File: config.mk
export PLATFORM = sky130hd
export DESIGN_NAME = mod_frame_ctrl_flat
export DESIGN_NICKNAME = d
export VERILOG_FILES = /design/src/rtl/mod_frame_if.sv /design/src/rtl/mod_frame_ctrl.sv /design/src/flat_wrapper.sv
export SDC_FILE = /design/constraint.sdc
export NUM_CORES = 1
export LEC_CHECK = 0
export CAP_MARGIN = 20
export CORE_ASPECT_RATIO = 0.6
export CORE_UTILIZATION = 45
export CTS_CLUSTER_DIAMETER = 50
export DETAILED_ROUTE_END_ITERATION = 12
export PLACE_DENSITY = 0.63
export REMOVE_ABC_BUFFERS = 1
export SLEW_MARGIN = 25
export SYNTH_ARGS = -nofsm -noshare
export SYNTH_HDL_FRONTEND = slang
export SYNTH_SLANG_ARGS = --single-unit
File: constraint.sdc
create_clock -name clk -period 4 [get_ports clk]
set_input_delay 1 -clock clk [delete_from_list [all_inputs] [get_ports clk]]
set_output_delay 1 -clock clk [all_outputs]
set_load 0.02 [all_outputs]
File: src/rtl/mod_frame_if.sv
`timescale 1ns/1ps
// Frame controller bus: frame request/abort, payload valid/ready stream and
// the paced serial output towards the 16QAM serial-to-parallel stage.
interface mod_frame_if;
    logic       start;
    logic       abort;
    logic [7:0] frame_len;
    logic [7:0] in_data;
    logic       in_valid;
    logic       in_ready;
    logic       signal;
    logic       bit_en;
    logic       sym_strobe;
    logic       busy;
    logic       done;
    logic       underrun;

    // Requester side: issues frames and supplies payload bytes
    modport master (
        output start, abort, frame_len, in_data, in_valid,
        input  in_ready, signal, bit_en, sym_strobe, busy, done, underrun
    );

    // Controller side
    modport slave (
        input  start, abort, frame_len, in_data, in_valid,
        output in_ready, signal, bit_en, sym_strobe, busy, done, underrun
    );
endinterface

File: src/rtl/mod_frame_ctrl.sv
`timescale 1ns/1ps
// Frame scheduler for the 16QAM modulator serial input.
// Emits preamble symbols, a 16-bit sync word, frame_len payload bytes and
// trailing guard symbols, one bit every CLK_DIV clocks, MSB first.
// Every section is a whole number of 4-bit symbols, so the bit position
// inside the current section also gives the symbol phase for sym_strobe.
module mod_frame_ctrl #(
    parameter int          CLK_DIV       = 8,
    parameter int          PREAMBLE_SYMS = 8,
    parameter logic [3:0]  PREAMBLE_WORD = 4'b1001,
    parameter logic [15:0] SYNC_WORD     = 16'hF3A0,
    parameter int          GUARD_SYMS    = 2
) (
    input  logic        clk,
    input  logic        rst_n,
    mod_frame_if.slave  fb
);

    localparam int DIV_W      = (CLK_DIV > 2) ? $clog2(CLK_DIV) : 1;
    localparam int PRE_BITS   = 4 * PREAMBLE_SYMS;
    localparam int GUARD_BITS = 4 * GUARD_SYMS;

    typedef enum logic [2:0] {
        IDLE  = 3'd0,
        PRE   = 3'd1,
        SYNC  = 3'd2,
        PAY   = 3'd3,
        GUARD = 3'd4
    } state_t;

    state_t             state;
    logic [DIV_W-1:0]   div_cnt;
    logic [15:0]        bit_cnt;     // bit position inside the current section (per byte in PAY)
    logic [7:0]         len_q;
    logic [7:0]         bytes_acc;
    logic [7:0]         bytes_sent;
    logic [7:0]         buf_q;
    logic               buf_full;
    logic [7:0]         shift_q;
    logic               sig_q;
    logic               done_q;
    logic               underrun_q;

    logic               bit_en_c;
    logic               in_ready_c;
    logic               accept_c;
    logic               load_c;
    logic [7:0]         load_byte_c;
    logic [15:0]        nxt_cnt_c;

    // Bit pacing, payload handshake and shifter-load decode
    always_comb begin
        bit_en_c    = (state != IDLE) && (div_cnt == DIV_W'(CLK_DIV - 1));
        in_ready_c  = ((state == SYNC) || (state == PAY)) && !buf_full && (bytes_acc < len_q);
        accept_c    = fb.in_valid && in_ready_c;
        load_c      = bit_en_c &&
                      (((state == SYNC) && (bit_cnt == 16'd15)) ||
                       ((state == PAY) && (bit_cnt[2:0] == 3'd7) && (bytes_sent != len_q)));
        // An empty holding buffer at load time sends a zero byte; a byte
        // arriving on the same clock is not bypassed into the shifter.
        load_byte_c = buf_full ? buf_q : 8'h00;
        nxt_cnt_c   = bit_cnt + 16'd1;
    end

    // Frame sequencer: divider, section counters, payload buffer and registered outputs
    always_ff @(posedge clk or negedge rst_n) begin
        if (!rst_n) begin
            state      <= IDLE;
            div_cnt    <= '0;
            bit_cnt    <= '0;
            len_q      <= '0;
            bytes_acc  <= '0;
            bytes_sent <= '0;
            buf_q      <= '0;
            buf_full   <= 1'b0;
            shift_q    <= '0;
            sig_q      <= 1'b0;
            done_q     <= 1'b0;
            underrun_q <= 1'b0;
        end else begin
            done_q <= 1'b0;
            if (fb.abort) begin
                // Abort drops the frame and any held byte; underrun stays sticky
                state    <= IDLE;
                div_cnt  <= '0;
                bit_cnt  <= '0;
                sig_q    <= 1'b0;
                buf_full <= 1'b0;
            end else begin
                if (state == IDLE) begin
                    div_cnt <= '0;
                end else if (bit_en_c) begin
                    div_cnt <= '0;
                end else begin
                    div_cnt <= div_cnt + 1'b1;
                end

                case (state)
                    IDLE: begin
                        if (fb.start && (fb.frame_len != 8'd0)) begin
                            state      <= PRE;
                            len_q      <= fb.frame_len;
                            bit_cnt    <= '0;
                            sig_q      <= PREAMBLE_WORD[3];
                            underrun_q <= 1'b0;
                            bytes_acc  <= '0;
                            bytes_sent <= '0;
                            buf_full   <= 1'b0;
                        end
                    end
                    PRE: begin
                        if (bit_en_c) begin
                            if (bit_cnt == 16'(PRE_BITS - 1)) begin
                                state   <= SYNC;
                                bit_cnt <= '0;
                                sig_q   <= SYNC_WORD[15];
                            end else begin
                                bit_cnt <= nxt_cnt_c;
                                sig_q   <= PREAMBLE_WORD[~nxt_cnt_c[1:0]];
                            end
                        end
                    end
                    SYNC: begin
                        if (bit_en_c) begin
                            if (bit_cnt == 16'd15) begin
                                state <= PAY;
                            end else begin
                                bit_cnt <= nxt_cnt_c;
                                sig_q   <= SYNC_WORD[~nxt_cnt_c[3:0]];
                            end
                        end
                    end
                    PAY: begin
                        if (bit_en_c) begin
                            if (bit_cnt[2:0] == 3'd7) begin
                                if (bytes_sent == len_q) begin
                                    state   <= GUARD;
                                    bit_cnt <= '0;
                                    sig_q   <= 1'b0;
                                end
                            end else begin
                                bit_cnt <= nxt_cnt_c;
                                sig_q   <= shift_q[6];
                                shift_q <= {shift_q[6:0], 1'b0};
                            end
                        end
                    end
                    GUARD: begin
                        sig_q <= 1'b0;
                        if (bit_en_c) begin
                            if (bit_cnt == 16'(GUARD_BITS - 1)) begin
                                state   <= IDLE;
                                bit_cnt <= '0;
                                done_q  <= 1'b1;
                            end else begin
                                bit_cnt <= nxt_cnt_c;
                            end
                        end
                    end
                    default: begin
                        state <= IDLE;
                    end
                endcase

                if (load_c) begin
                    shift_q    <= load_byte_c;
                    sig_q      <= load_byte_c[7];
                    bit_cnt    <= '0;
                    bytes_sent <= bytes_sent + 8'd1;
                    buf_full   <= 1'b0;
                    if (!buf_full) begin
                        underrun_q <= 1'b1;
                    end
                end

                if (accept_c) begin
                    buf_q     <= fb.in_data;
                    buf_full  <= 1'b1;
                    bytes_acc <= bytes_acc + 8'd1;
                end
            end
        end
    end

    assign fb.in_ready   = in_ready_c;
    assign fb.signal     = sig_q;
    assign fb.bit_en     = bit_en_c;
    assign fb.sym_strobe = bit_en_c && (bit_cnt[1:0] == 2'b11);
    assign fb.busy       = (state != IDLE);
    assign fb.done       = done_q;
    assign fb.underrun   = underrun_q;

endmodule

File: src/flat_wrapper.sv
// flat-port wrapper written by rule: the top's interface ports become plain ports
module mod_frame_ctrl_flat 
#(
    parameter int          CLK_DIV       = 8,
    parameter int          PREAMBLE_SYMS = 8,
    parameter logic [3:0]  PREAMBLE_WORD = 4'b1001,
    parameter logic [15:0] SYNC_WORD     = 16'hF3A0,
    parameter int          GUARD_SYMS    = 2
)
  (clk, rst_n, fb_start, fb_abort, fb_frame_len, fb_in_data, fb_in_valid, fb_in_ready, fb_signal, fb_bit_en, fb_sym_strobe, fb_busy, fb_done, fb_underrun);
  mod_frame_if fb_i ();
  input  logic clk;
  input  logic rst_n;
  input wire logic [$bits(fb_i.start)-1:0] fb_start;
  input wire logic [$bits(fb_i.abort)-1:0] fb_abort;
  input wire logic [$bits(fb_i.frame_len)-1:0] fb_frame_len;
  input wire logic [$bits(fb_i.in_data)-1:0] fb_in_data;
  input wire logic [$bits(fb_i.in_valid)-1:0] fb_in_valid;
  output wire logic [$bits(fb_i.in_ready)-1:0] fb_in_ready;
  output wire logic [$bits(fb_i.signal)-1:0] fb_signal;
  output wire logic [$bits(fb_i.bit_en)-1:0] fb_bit_en;
  output wire logic [$bits(fb_i.sym_strobe)-1:0] fb_sym_strobe;
  output wire logic [$bits(fb_i.busy)-1:0] fb_busy;
  output wire logic [$bits(fb_i.done)-1:0] fb_done;
  output wire logic [$bits(fb_i.underrun)-1:0] fb_underrun;
  assign fb_i.start = fb_start;
  assign fb_i.abort = fb_abort;
  assign fb_i.frame_len = fb_frame_len;
  assign fb_i.in_data = fb_in_data;
  assign fb_i.in_valid = fb_in_valid;
  assign fb_in_ready = fb_i.in_ready;
  assign fb_signal = fb_i.signal;
  assign fb_bit_en = fb_i.bit_en;
  assign fb_sym_strobe = fb_i.sym_strobe;
  assign fb_busy = fb_i.busy;
  assign fb_done = fb_i.done;
  assign fb_underrun = fb_i.underrun;
  mod_frame_ctrl #(.CLK_DIV(CLK_DIV), .PREAMBLE_SYMS(PREAMBLE_SYMS), .PREAMBLE_WORD(PREAMBLE_WORD), .SYNC_WORD(SYNC_WORD), .GUARD_SYMS(GUARD_SYMS)) u_core (.clk(clk), .rst_n(rst_n), .fb(fb_i));
endmodule
### Word level (Yosys, flattened, before mapping)

Memory sizes are Yosys's and may differ from the RTL's.
Index checks and enable logic that the tools add are counted.

* add/subtract/negate cells: 4
* magnitude comparators: 3
* equal/unequal tests: 30
* multiplexer cells: 64
* bitwise gates (word level): 3
* reduce and logical (&&, ||, !) cells: 34

Operators with widths (count)
* $mux W16: 12
* $pmux W16 S5: 1
* $mux W3: 14
* $mux W8: 5
* $mux W7: 4
* $mux W1: 25
* $ne A3 B2 Y1 const B: 6
* $add A16 B1 Y16 const B: 1
* $add A8 B1 Y8 const B: 2
* $eq A16 B3 Y1 const B: 1
* $eq A16 B4 Y1 const B: 1
* $eq A16 B5 Y1 const B: 1
* $ne A4 B2 Y1 const B: 4
* $pmux W3 S5: 1
* $ne A3 B3 Y1 const B: 4
* $reduce_bool A2 Y1: 6
* $logic_and A1 B1 Y1: 10
* $reduce_and A10 Y1: 1
* $eq A3 B3 Y1 const B: 3
* $reduce_and A3 Y1: 3
* $eq A8 B8 Y1: 1
* $lt A8 B8 Y1: 1
* $ne A4 B3 Y1 const B: 2
* $ne A8 B8 Y1: 1
* other kinds (24): 28

* register bits after elaboration: 65
* ROM bits: 16
* input bits: 21
* word-level logic and storage cells: 151
* memories: 1

Memory list
* (no name shown): depth 16, bits a word 1, rd ports 1, clocked after memory_dff 0, wr ports 0, line mod_frame_ctrl.sv:129 `sig_q <= SYNC_WORD[~nxt_cnt_c[3:0]];`

### Longest topological paths before layout

* depth after elaboration: 9
* mapped depth: 11

### Least setup slack after synthesis

OpenSTA, ideal clock, no wires.

* path type: input to register
* start: input port fb_frame_len[5]
* end: register u_core.bit_cnt[10]
* arrival time: 2.587 ns
* data required time: 3.872 ns
* setup slack: 1.284 ns
* stages: 8
* path buffers: 2
* cell sequence: or4_1 > o21ai_1 > a21oi_1 > o2bb2ai_2 > or2_1 > buf_6 > buf_12 > o31ai_1

* longest elaborated chain between the ends: 4

Ends and longest elaborated chain
* start, declared: line flat_wrapper.sv:16 `input wire logic [$bits(fb_i.frame_len)-1:0] fb_frame_len;`
* $reduce_bool A8 Y1: line mod_frame_ctrl.sv:100 `if (fb.start && (fb.frame_len != 8'd0)) begin`
* $logic_and A1 B1 Y1: line mod_frame_ctrl.sv:100
* $ne A4 B3 Y1 (no line)
* $reduce_and A8 Y1 (no line)
* end signal, assigned: line mod_frame_ctrl.sv:118 `bit_cnt <= nxt_cnt_c;`
* end signal, assigned: line mod_frame_ctrl.sv:128 `bit_cnt <= nxt_cnt_c;`
* end signal, assigned: line mod_frame_ctrl.sv:142 `bit_cnt <= nxt_cnt_c;`
* end, declared: line mod_frame_ctrl.sv:33 `logic [15:0] bit_cnt;`

No other way between the ends.
A chain may end at the register's enable or synchronous reset.

### Final worst setup path

* start: register u_core.len_q[1]
* end: output port fb_in_ready

* longest elaborated chain between the ends: 2

Ends and longest elaborated chain
* start, declared: line mod_frame_ctrl.sv:34 `logic [7:0] len_q;`
* start signal, assigned: line mod_frame_ctrl.sv:102 `len_q <= fb.frame_len;`
* $lt A8 B8 Y1: line mod_frame_ctrl.sv:54 `in_ready_c = ((state == SYNC) || (state == PAY)) && !buf_full && (bytes_acc < len_q);`
* $logic_and A1 B1 Y1: line mod_frame_ctrl.sv:54
* end, declared: line flat_wrapper.sv:19 `output wire logic [$bits(fb_i.in_ready)-1:0] fb_in_ready;`

No other way between the ends.

==> flow_metrics.py <==
metrics = {
    "routing": {
        "drt_iter0_drc": 194,
        "wl_per_cell_um": 16.9,
        "via_count": 3216,
        "antenna_left": 0,
        "viasPerCell": 5.87,
        "drc": 0,
        "routed_wl_mm": 9.24,
        "drt_pass1_iterations": 4,
    },
    "grt": {
        "overflow": 0,
        "grt_antenna_before_repair": 0,
        "use_met1": 0.368,
        "first_global_vias": 2917,
        "grt_use_met3": 0.0617,
        "grt_pass1_wl_mm": 15.2,
        "grt_max_degree": 34,
        "track_usage": 0.231,
        "met2_usage": 0.290,
        "grt-busiest-layer": "met1",
    },
    "synthesis": {
        "post_synth_num_cell_types": 64,
        "async_flop_share": 1.00,
        "synth_edf_count": 0,
        "ys_warn_count": 0,
        "synth_ff_type": "dfrtp_1",
        "syn_area_per_cell_um2": 9.33,
        "synth_cells": 403,
        "ys_seq_elements": 65,
        "seq_area_frac_synth": 0.432,
        "synth_area_um2": 3760,
    },
    "sta": {
        "period_share": 0.863,
        "fin_crit_ns": 3.45,
        "hold_viol": 0,
        "holdWs_ns": 0.460,
        "drv_slew": 0,
        "fin_worst_skew_ns": 0.00641,
        "tns_ns": 0,
        "fmax_ghz": 0.290,
        "setup_viol": 0,
        "relSlewSlack": 0.400,
        "max_slew.worst_pin.slew_ns": 0.894,
        "grt_setup_unrepaired": "false",
    },
    "cts": {
        "clk_path_buf_depth": 2,
        "clock-sinks": 65,
        "h-tree-depth": 3,
        "cts_resized": 0,
        "cts_buffers": 9,
        "cts_setup_buffers": 0,
        "cts_tree": "done",
        "root_buffer": "clkbuf_16",
        "path_clk_slew_ns": 0.05,
        "cts_hold_buffers": 0,
        "clk_latency_ns": 0.33,
    },
    "worst_setup_path": {
        "cp_num_buf_inv": 2,
        "worstSetupPathType": "flip-flop to primary output",
        "worstPathCellList": "inv_1 -> ha_1 -> a21o_1 -> a21o_1 -> a21oi_1 -> o21a_1 -> clkdlybuf4s50_1",
        "crit_path_frequent_cell": "a21o_1",
        "critical_path_cell_count": 7,
        "crit_family": "compound AO/OA/AOI/OAI gates",
        "reg2reg_depth": 7,
        "cp.required_ns": 3.00,
        "slowest_stage": "clkdlybuf4s50_1",
        "cpPeakStageDelay_ns": 0.60,
        "end_kind": "primary output",
        "cp.arrival_ns": 2.45,
        "start_kind": "flip-flop",
        "critPathMaxFanout": 3,
    },
    "layout": {
        "final_cells": 548,
        "area_delta_synth_final_pct": 18.4,
        "finalNetCount": 471,
        "drive_above_1_share": 0.118,
        "insertedDiodeCount": 0,
    },
    "power_and_ir_drop": {
        "clkPwrFrac": 0.337,
        "power.switching_mw": 0.764,
        "p_int_mw": 1.56,
        "sw_frac_of_total": 0.329,
        "power_mw": 2.32,
        "p_leak_nw": 1.97,
        "sequentialPowerShare": 0.378,
        "p_comb_frac": 0.285,
        "pwr_density_cell_nw_per_um2": 521,
        "ir_drop_uv": 223,
    },
    "floorplan": {
        "die_height_um": 72.8,
        "core_area_um2": 7980,
        "die_w_um": 120,
        "rows": 25,
        "die_area_um2": 8740,
        "io_pins": 28,
        "start_util": 0.472,
    },
    "outcome": {
        "status": "complete, no violations",
    },
    "placed_design": {
        "hpwl_mm": 6.80,
        "dp.cells": 533,
        "portBuffers": 27,
        "gp_congestion": 0.876,
    },
    "job": {
        "drv_cap": 0,
    },
    "min_path": {
        "min_delay_path_depth": 1,
        "hp-class": "flip-flop to flip-flop",
    },
}
[cells in the mapped netlist (3+ instances only)]
master	instances	share of area
a21o_1	5	0.010
mux2_2	8	0.024
or2_2	3	0.0050
clkbuf_1	12	0.012
nand2_1	36	0.036
or4_1	7	0.014
and2_1	3	0.0050
o211ai_1	4	0.0080
dfrtp_1	65	0.43
nand4_1	12	0.020
nor2b_1	8	0.013
nand3_1	19	0.025
o31ai_1	14	0.028
nor3b_1	4	0.0080
nand2b_1	4	0.0067
nor2_1	20	0.020
ha_1	14	0.047
a21oi_1	19	0.025
xor2_1	6	0.014
o21ai_1	14	0.019
or3_1	3	0.0050
xnor2_1	9	0.021
a31oi_1	4	0.0067
nor3_1	8	0.011
inv_1	13	0.013
o21ai_0	26	0.035
and3_1	17	0.028
[per-stage QoR]
step	setup slack (ns)	instance area, µm²	utilization
final	0.547	4450	0.558
after global routing	0.390	4450	0.558
after CTS	0.543	4450	0.558
after detailed placement	0.546	4160	0.521
after global placement	0.596	4160	0.521
after floorplan	1.02	3670	-
[cell families (layout without fill, tap and decap cells)]
family / Yosys count / in the layout / share of synthesized area
flip-flops: 65 / 65 / 0.432
multiplexers: 8 / 8 / 0.0240
AND/OR/NAND/NOR: 160 / 160 / 0.233
buffers and inverters: 31 / 68 / 0.0396
XOR/XNOR: 15 / 15 / 0.0349
adder cells (fa/ha/maj): 14 / 14 / 0.0466
AO/OA/AOI/OAI: 110 / 110 / 0.190
[power groups by stage]
stage	clock network, mW	registers [mW]	logic (mW)
final	0.781	0.876	0.662
after floorplan	0	0.855	0.440
after detailed placement	0	0.885	0.651
after global routing	0.832	0.888	0.737
after global placement	0	0.882	0.635
after CTS	0.801	0.873	0.658
[cells in the final DEF (no fill, tap or decap), types with 9 or more instances in the layout]
cell type,netlist,final
xnor2_1,9,9
clkdlybuf4s50_1,0,26
nand3_1,19,19
and3_1,17,17
o21ai_0,26,26
ha_1,14,14
nand2_1,36,36
buf_4,0,11
nor2_1,20,20
dfrtp_1,65,65
nand4_1,12,12
o21ai_1,14,14
inv_1,13,13
a21oi_1,19,19
clkbuf_16,0,9
o31ai_1,14,14
[routing by layer]
layer,wire [µm],up-vias,share of wire
met4,104,0,0.011
met3,693,9,0.075
li1,-,1546,-
met1,4850,1554,0.52
met2,3590,107,0.39
met5,0,-,0
[worst paths after layout]
check / to / startpoint / slack [ns]
hold / removal: u_core.div_cnt[0]$_DFF_PN0_ / u_core.div_cnt[0]$_DFF_PN0_ / 0.46
setup reg to reg: u_core.bit_cnt[12]$_DFFE_PN0P_ / u_core.bit_cnt[11]$_DFFE_PN0P_ / 0.97
max in group asynchronous: u_core.div_cnt[2]$_DFF_PN0_ / rst_n / 2.96
setup / recovery: fb_in_ready / u_core.len_q[1]$_DFFE_PN0P_ / 0.55
min in group asynchronous: u_core.bytes_acc[7]$_DFFE_PN0P_ / rst_n / 0.71
hold reg to reg: u_core.div_cnt[0]$_DFF_PN0_ / u_core.div_cnt[0]$_DFF_PN0_ / 0.46
[worst reg2reg max path: cells and delay by family, from the launching register on]
| family | cells | cell delay [ns] |
|---|---|---|
| flip-flops | 1 | 0.46 |
| AND/OR/NAND/NOR | 3 | 1.55 |
| AO/OA/AOI/OAI | 3 | 0.65 |
| buffers and inverters | 1 | 0.23 |
[sequential cells by signal, indices dropped and copies added, names as in the netlist]
name / flops
u_core.buf_full: 1
u_core.fb.underrun: 1
u_core.div_cnt: 3
u_core.bytes_sent: 8
u_core.len_q: 8
u_core.shift_q: 7
u_core.bytes_acc: 8
u_core.state: 3
u_core.buf_q: 8
u_core.bit_cnt: 16
u_core.fb.signal: 1
u_core.fb.done: 1
[area by class of cell]
| type | instances | area, µm² |
|---|---|---|
| inverter | 15 | 56.3 |
| clock inverter | 3 | 40.0 |
| sequential | 65 | 1630 |
| timing repair buffer | 38 | 348 |
| tap | 108 | 135 |
| fill | 718 | 3520 |
| multi-input combinational | 307 | 1990 |
| clock buffer | 12 | 256 |
(Power assumes the default switching activity.)
==> edit 1 (same flow settings) <==
Re-encode `state_t` (5 states) as one-hot, 5 bits wide.
--- a/src/rtl/mod_frame_ctrl.sv
+++ b/src/rtl/mod_frame_ctrl.sv
@@ -20,12 +20,12 @@
     localparam int PRE_BITS   = 4 * PREAMBLE_SYMS;
     localparam int GUARD_BITS = 4 * GUARD_SYMS;
 
-    typedef enum logic [2:0] {
-        IDLE  = 3'd0,
-        PRE   = 3'd1,
-        SYNC  = 3'd2,
-        PAY   = 3'd3,
-        GUARD = 3'd4
+    typedef enum logic [4:0] {
+        IDLE  = 5'b00001,
+        PRE   = 5'b00010,
+        SYNC  = 5'b00100,
+        PAY   = 5'b01000,
+        GUARD = 5'b10000
     } state_t;
 
     state_t             state;
Formal check against the unedited RTL: no difference found for any inputs over 10 cycles, from zero or initial values and one cycle with rst_n low; not proved beyond that.
==> edit 1 against the original RTL <==
  * Worst setup slack worse by 0.38 ns
  * Power down 7.1%
  * Routed wire length increased by 5.5%
  * Fmax is 9.8% lower
  * Sequential cell count up 2
  * Final area is 2.4% higher
  * Count of clock-buffer cells in the layout increased by 1
  * Die area rose by 2.9%
  * Critical path type unchanged
  * Global-route usage grew 1.4 points
  * Critical path depth fell by 1
  * Non-clock buffer count down 5
  * Via count increased by 5.7%
  * Synthesized area increased by 3.0%
  * Highest routed layer unchanged
==> edit 1: results (changes against the original RTL) <==
* Global Route Usage Sum at 0.246 (+0.0143)
* Post-route insts no fill at 555 (+1.3%)
* Outcome: finished, final reports clean
* Via/cell ratio at 6.12 (+4.3%)
* Max IR drop VDD at 0.000290 V (+30%)
* Leak pwr at 2.11 nW (+7.3%)
* Cell Area, Placed at 0.00426 mm2 (+2.5%)
* NumNets Final at 478 (+1.5%)
* Grt met2 use at 0.320 (+0.0296)
* Post-place setup slack at 0.513 ns (-0.0334 ns)
* Clock power share at 0.365 (+0.028)
* RD Place Congestion at 0.853 (-2.6%)
* Post-synthesis compound-gate area fraction at 0.210 (+0.0204)
* Buffers on Ports at 27 (unchanged)
* Switch share at 0.306 (-0.0235)
* Post-synth top cells: 66 x dfrtp_1, 35 x o21ai_0, 34 x nand2_1
* Area contributors post-synth: dfrtp_1 43%, ha_1 4.5%, o21ai_0 4.5%
* Synthesized netlist cell count at 416 (+3.2%)
* Met1 wire length at 4960 um (+2.4%)
* Crit-path max FO at 4 (+1)
* Largest net degree at the start of global routing at 37 (+8.8%)
* Register area share after synthesis at 0.433 (+0.000811)
* Mux contribution to synthesized area at 0.0320 (+0.00803)
* Setup Skew at 0.00640 ns (-0.0000120 ns)
* Tot Pwr at 2.15 mW (-7.1%)
* Fill count at 726 (+1.1%)
* Comb pwr at 0.535 mW (-19%)
* WL final at 9740 um (+5.5%)
* Met3 Routed Length at 906 um (+31%)
* Worst-margin pin slew at 0.870 ns (-0.0239 ns)
* Total placed cells including tap cells at 540 (+1.3%)
* Share of post-route cells with drive strength above 1 at 0.105 (-0.0130)
* Vias in the first global route at 3053 (+4.7%)
* First-pass GRT wire length at 16300 um (+7.0%)
* Number of buffers added for setup after CTS at 0 (unchanged)
* Initial DRC count at 381 (+96%)
* Post-Synth XOR/XNOR Area at 0.0339 (-0.00100)
* Routed wl met2 at 3800 um (+5.8%)
* Arrival time worst endpoint at 2.83 ns (+0.38 ns)
* Met1 Use GR at 0.380 (+0.0124)
* Adder-Cell Fraction of Synth Area at 0.0452 (-0.00134)
* DP Wirelength at 7150 um (+5.3%)
* Met3 usage at 0.0784 (+0.0167)
* Area growth from synthesis to layout at 17.8%
* Final setup violation count at 0 (unchanged)
[edit 1: final cells by class]
cell class	instances	area share
multi-input cells	311	0.450
flip-flops and latches	67	0.368
repair buffers	33	0.0708
clock buffers	13	0.0570
well taps	108	0.0296
inverters	21	0.0173
clock inverters	2	0.00768
[edit 1: worst paths after layout]
check                                    start                  end  slack, ns  depth (start not counted)
setup / recovery           u_core.bytes_acc[5]          fb_in_ready       0.17                          6
hold / removal               u_core.div_cnt[0]    u_core.div_cnt[0]       0.45                          1
setup reg to reg               u_core.state[2]   u_core.bit_cnt[10]       1.01                          8
hold reg to reg              u_core.div_cnt[0]    u_core.div_cnt[0]       0.45                          1
max in group asynchronous                rst_n      u_core.state[0]       2.56                          2
min in group asynchronous                rst_n  u_core.bytes_acc[1]       0.73                          1
[edit 1: worst max-delay path, stage by stage (launching register included)]
cell	delay [ns]
dfrtp_1	0.41
ha_1	0.33
a21o_1	0.17
a21o_1	0.18
a2111oi_2	0.58
o21a_1	0.22
clkdlybuf4s50_1	0.61
==> edit 2 (same flow settings) <==
Without the edit above. `CLK_DIV` is set to 8 in 2 places; all go to 16.
--- a/src/rtl/mod_frame_ctrl.sv
+++ b/src/rtl/mod_frame_ctrl.sv
@@ -5,7 +5,7 @@
 // Every section is a whole number of 4-bit symbols, so the bit position
 // inside the current section also gives the symbol phase for sym_strobe.
 module mod_frame_ctrl #(
-    parameter int          CLK_DIV       = 8,
+    parameter int          CLK_DIV       = 16,
     parameter int          PREAMBLE_SYMS = 8,
     parameter logic [3:0]  PREAMBLE_WORD = 4'b1001,
     parameter logic [15:0] SYNC_WORD     = 16'hF3A0,
--- a/src/flat_wrapper.sv
+++ b/src/flat_wrapper.sv
@@ -1,7 +1,7 @@
 // flat-port wrapper written by rule: the top's interface ports become plain ports
 module mod_frame_ctrl_flat 
 #(
-    parameter int          CLK_DIV       = 8,
+    parameter int          CLK_DIV       = 16,
     parameter int          PREAMBLE_SYMS = 8,
     parameter logic [3:0]  PREAMBLE_WORD = 4'b1001,
     parameter logic [15:0] SYNC_WORD     = 16'hF3A0,
Check against the original RTL: not equivalent (Yosys sat finds a counterexample within 10 cycles, from zero or initial values and one cycle with rst_n low).
==> edit 2 against the original RTL <==
  * Routed wire length decreased by 0.37%
  * Synthesized area increased by 1.5%
  * Critical path depth increased by 1
  * Register-to-register slack improved by 0.25 ns
  * Sequential power decreased by 2.7%
  * Final area increased by 1.9%
  * Worst setup slack got worse by 0.033 ns
  * Hold slack improved by 0.023 ns
  * Clock skew about the same
  * Power increased by 2.1%
  * Sequential cell count increased by 1
  * Non-clock buffer count unchanged
  * Critical endpoint unchanged
  * Largest cell class unchanged
  * Largest power group unchanged
==> edit 2: results (changes against the original RTL) <==
* Outcome: finished, final reports clean
* Max IR drop VDD at 0.000255 V (+14%)
* DR vias at 3248 (+1.0%)
* Crit-path max FO at 5 (+2)
* NumNets Final at 499 (+5.9%)
* First-pass GRT wire length at 15400 um (+1.0%)
* Mux contribution to synthesized area at 0.0315 (+0.00751)
* Vias in the first global route at 2962 (+1.5%)
* Adder-Cell Fraction of Synth Area at 0.0426 (-0.00396)
* Total placed cells including tap cells at 562 (+5.4%)
* Reg2Reg Depth at 9 (+2)
* Reg2Reg Capture Point: u_core.bit_cnt[13]
* Post-synth top cells: 66 x dfrtp_1, 57 x nand2_1, 29 x a21oi_1, 29 x nor2_1, 24 x inv_1
* DP Wirelength at 6690 um (-1.6%)
* Share of post-route cells with drive strength above 1 at 0.102 (-0.0158)
* Pre-antenna DRT Iters at 5 (+1)
* Post-Synth XOR/XNOR Area at 0.0436 (+0.00866)
* R2r setup slk at 1.22 ns (+0.25 ns)
* Hold Path Stages at 2 (+1)
* Largest delay share family, worst path: buffers and inverters
* WHS Endpoint: u_core.shift_q[3]
* WL final at 9200 um (-0.37%)
* Post-place setup slack at 0.759 ns (+0.213 ns)
* Synth Area per Inst at 8.82 um2 (-5.5%)
* Via/cell ratio at 5.63 (-4.1%)
* Setup Skew at 0.00656 ns (+0.000149 ns)
* Post-synthesis compound-gate area fraction at 0.170 (-0.0202)
* Fin crit share at 0.871 (+0.00823)
* Worst-margin pin slew at 0.884 ns (-0.0101 ns)
* Hold_ws at 0.484 ns (+0.0234 ns)
* Global Route Usage Sum at 0.230 (-0.00136)
* R2R Path Start: u_core.state[2]
## edit 2: changes by cell type after synthesis, moves of 5 or more
cell and change:
nand3_1 -6, o21ai_1 +6, inv_1 +11, or3_1 +7, o21ai_0 -5, nor4_1 +5, nor2b_1 -6, o31ai_1 -13
a21oi_1 +10, nor2_1 +9, nand2_1 +21
## edit 2: cell type report
cell class / count / area (um2)
clock buffer: 9 / 225
clock inverter: 6 / 82.6
fill: 709 / 3500
inverter: 27 / 101
multi-input combinational: 323 / 1990
sequential: 66 / 1650
tap: 108 / 135
timing repair buffer: 38 / 350
## edit 2: metal layers
metal  global-route usage  vias up  part of all wire  routed length (um)
met5                    0        -                 0                   0
met4               0.0549        0            0.0051                  47
met3               0.0776        6             0.059                 546
met2                0.303       85              0.39                3630
met1                0.352     1547              0.54                4980
li1                     -     1610                 -                   -
## edit 2: power by group
part	switching, mW	internal [mW]
Combinational	0.412	0.282
Sequential	0.0778	0.774
Clock	0.285	0.538
Total	0.775	1.59
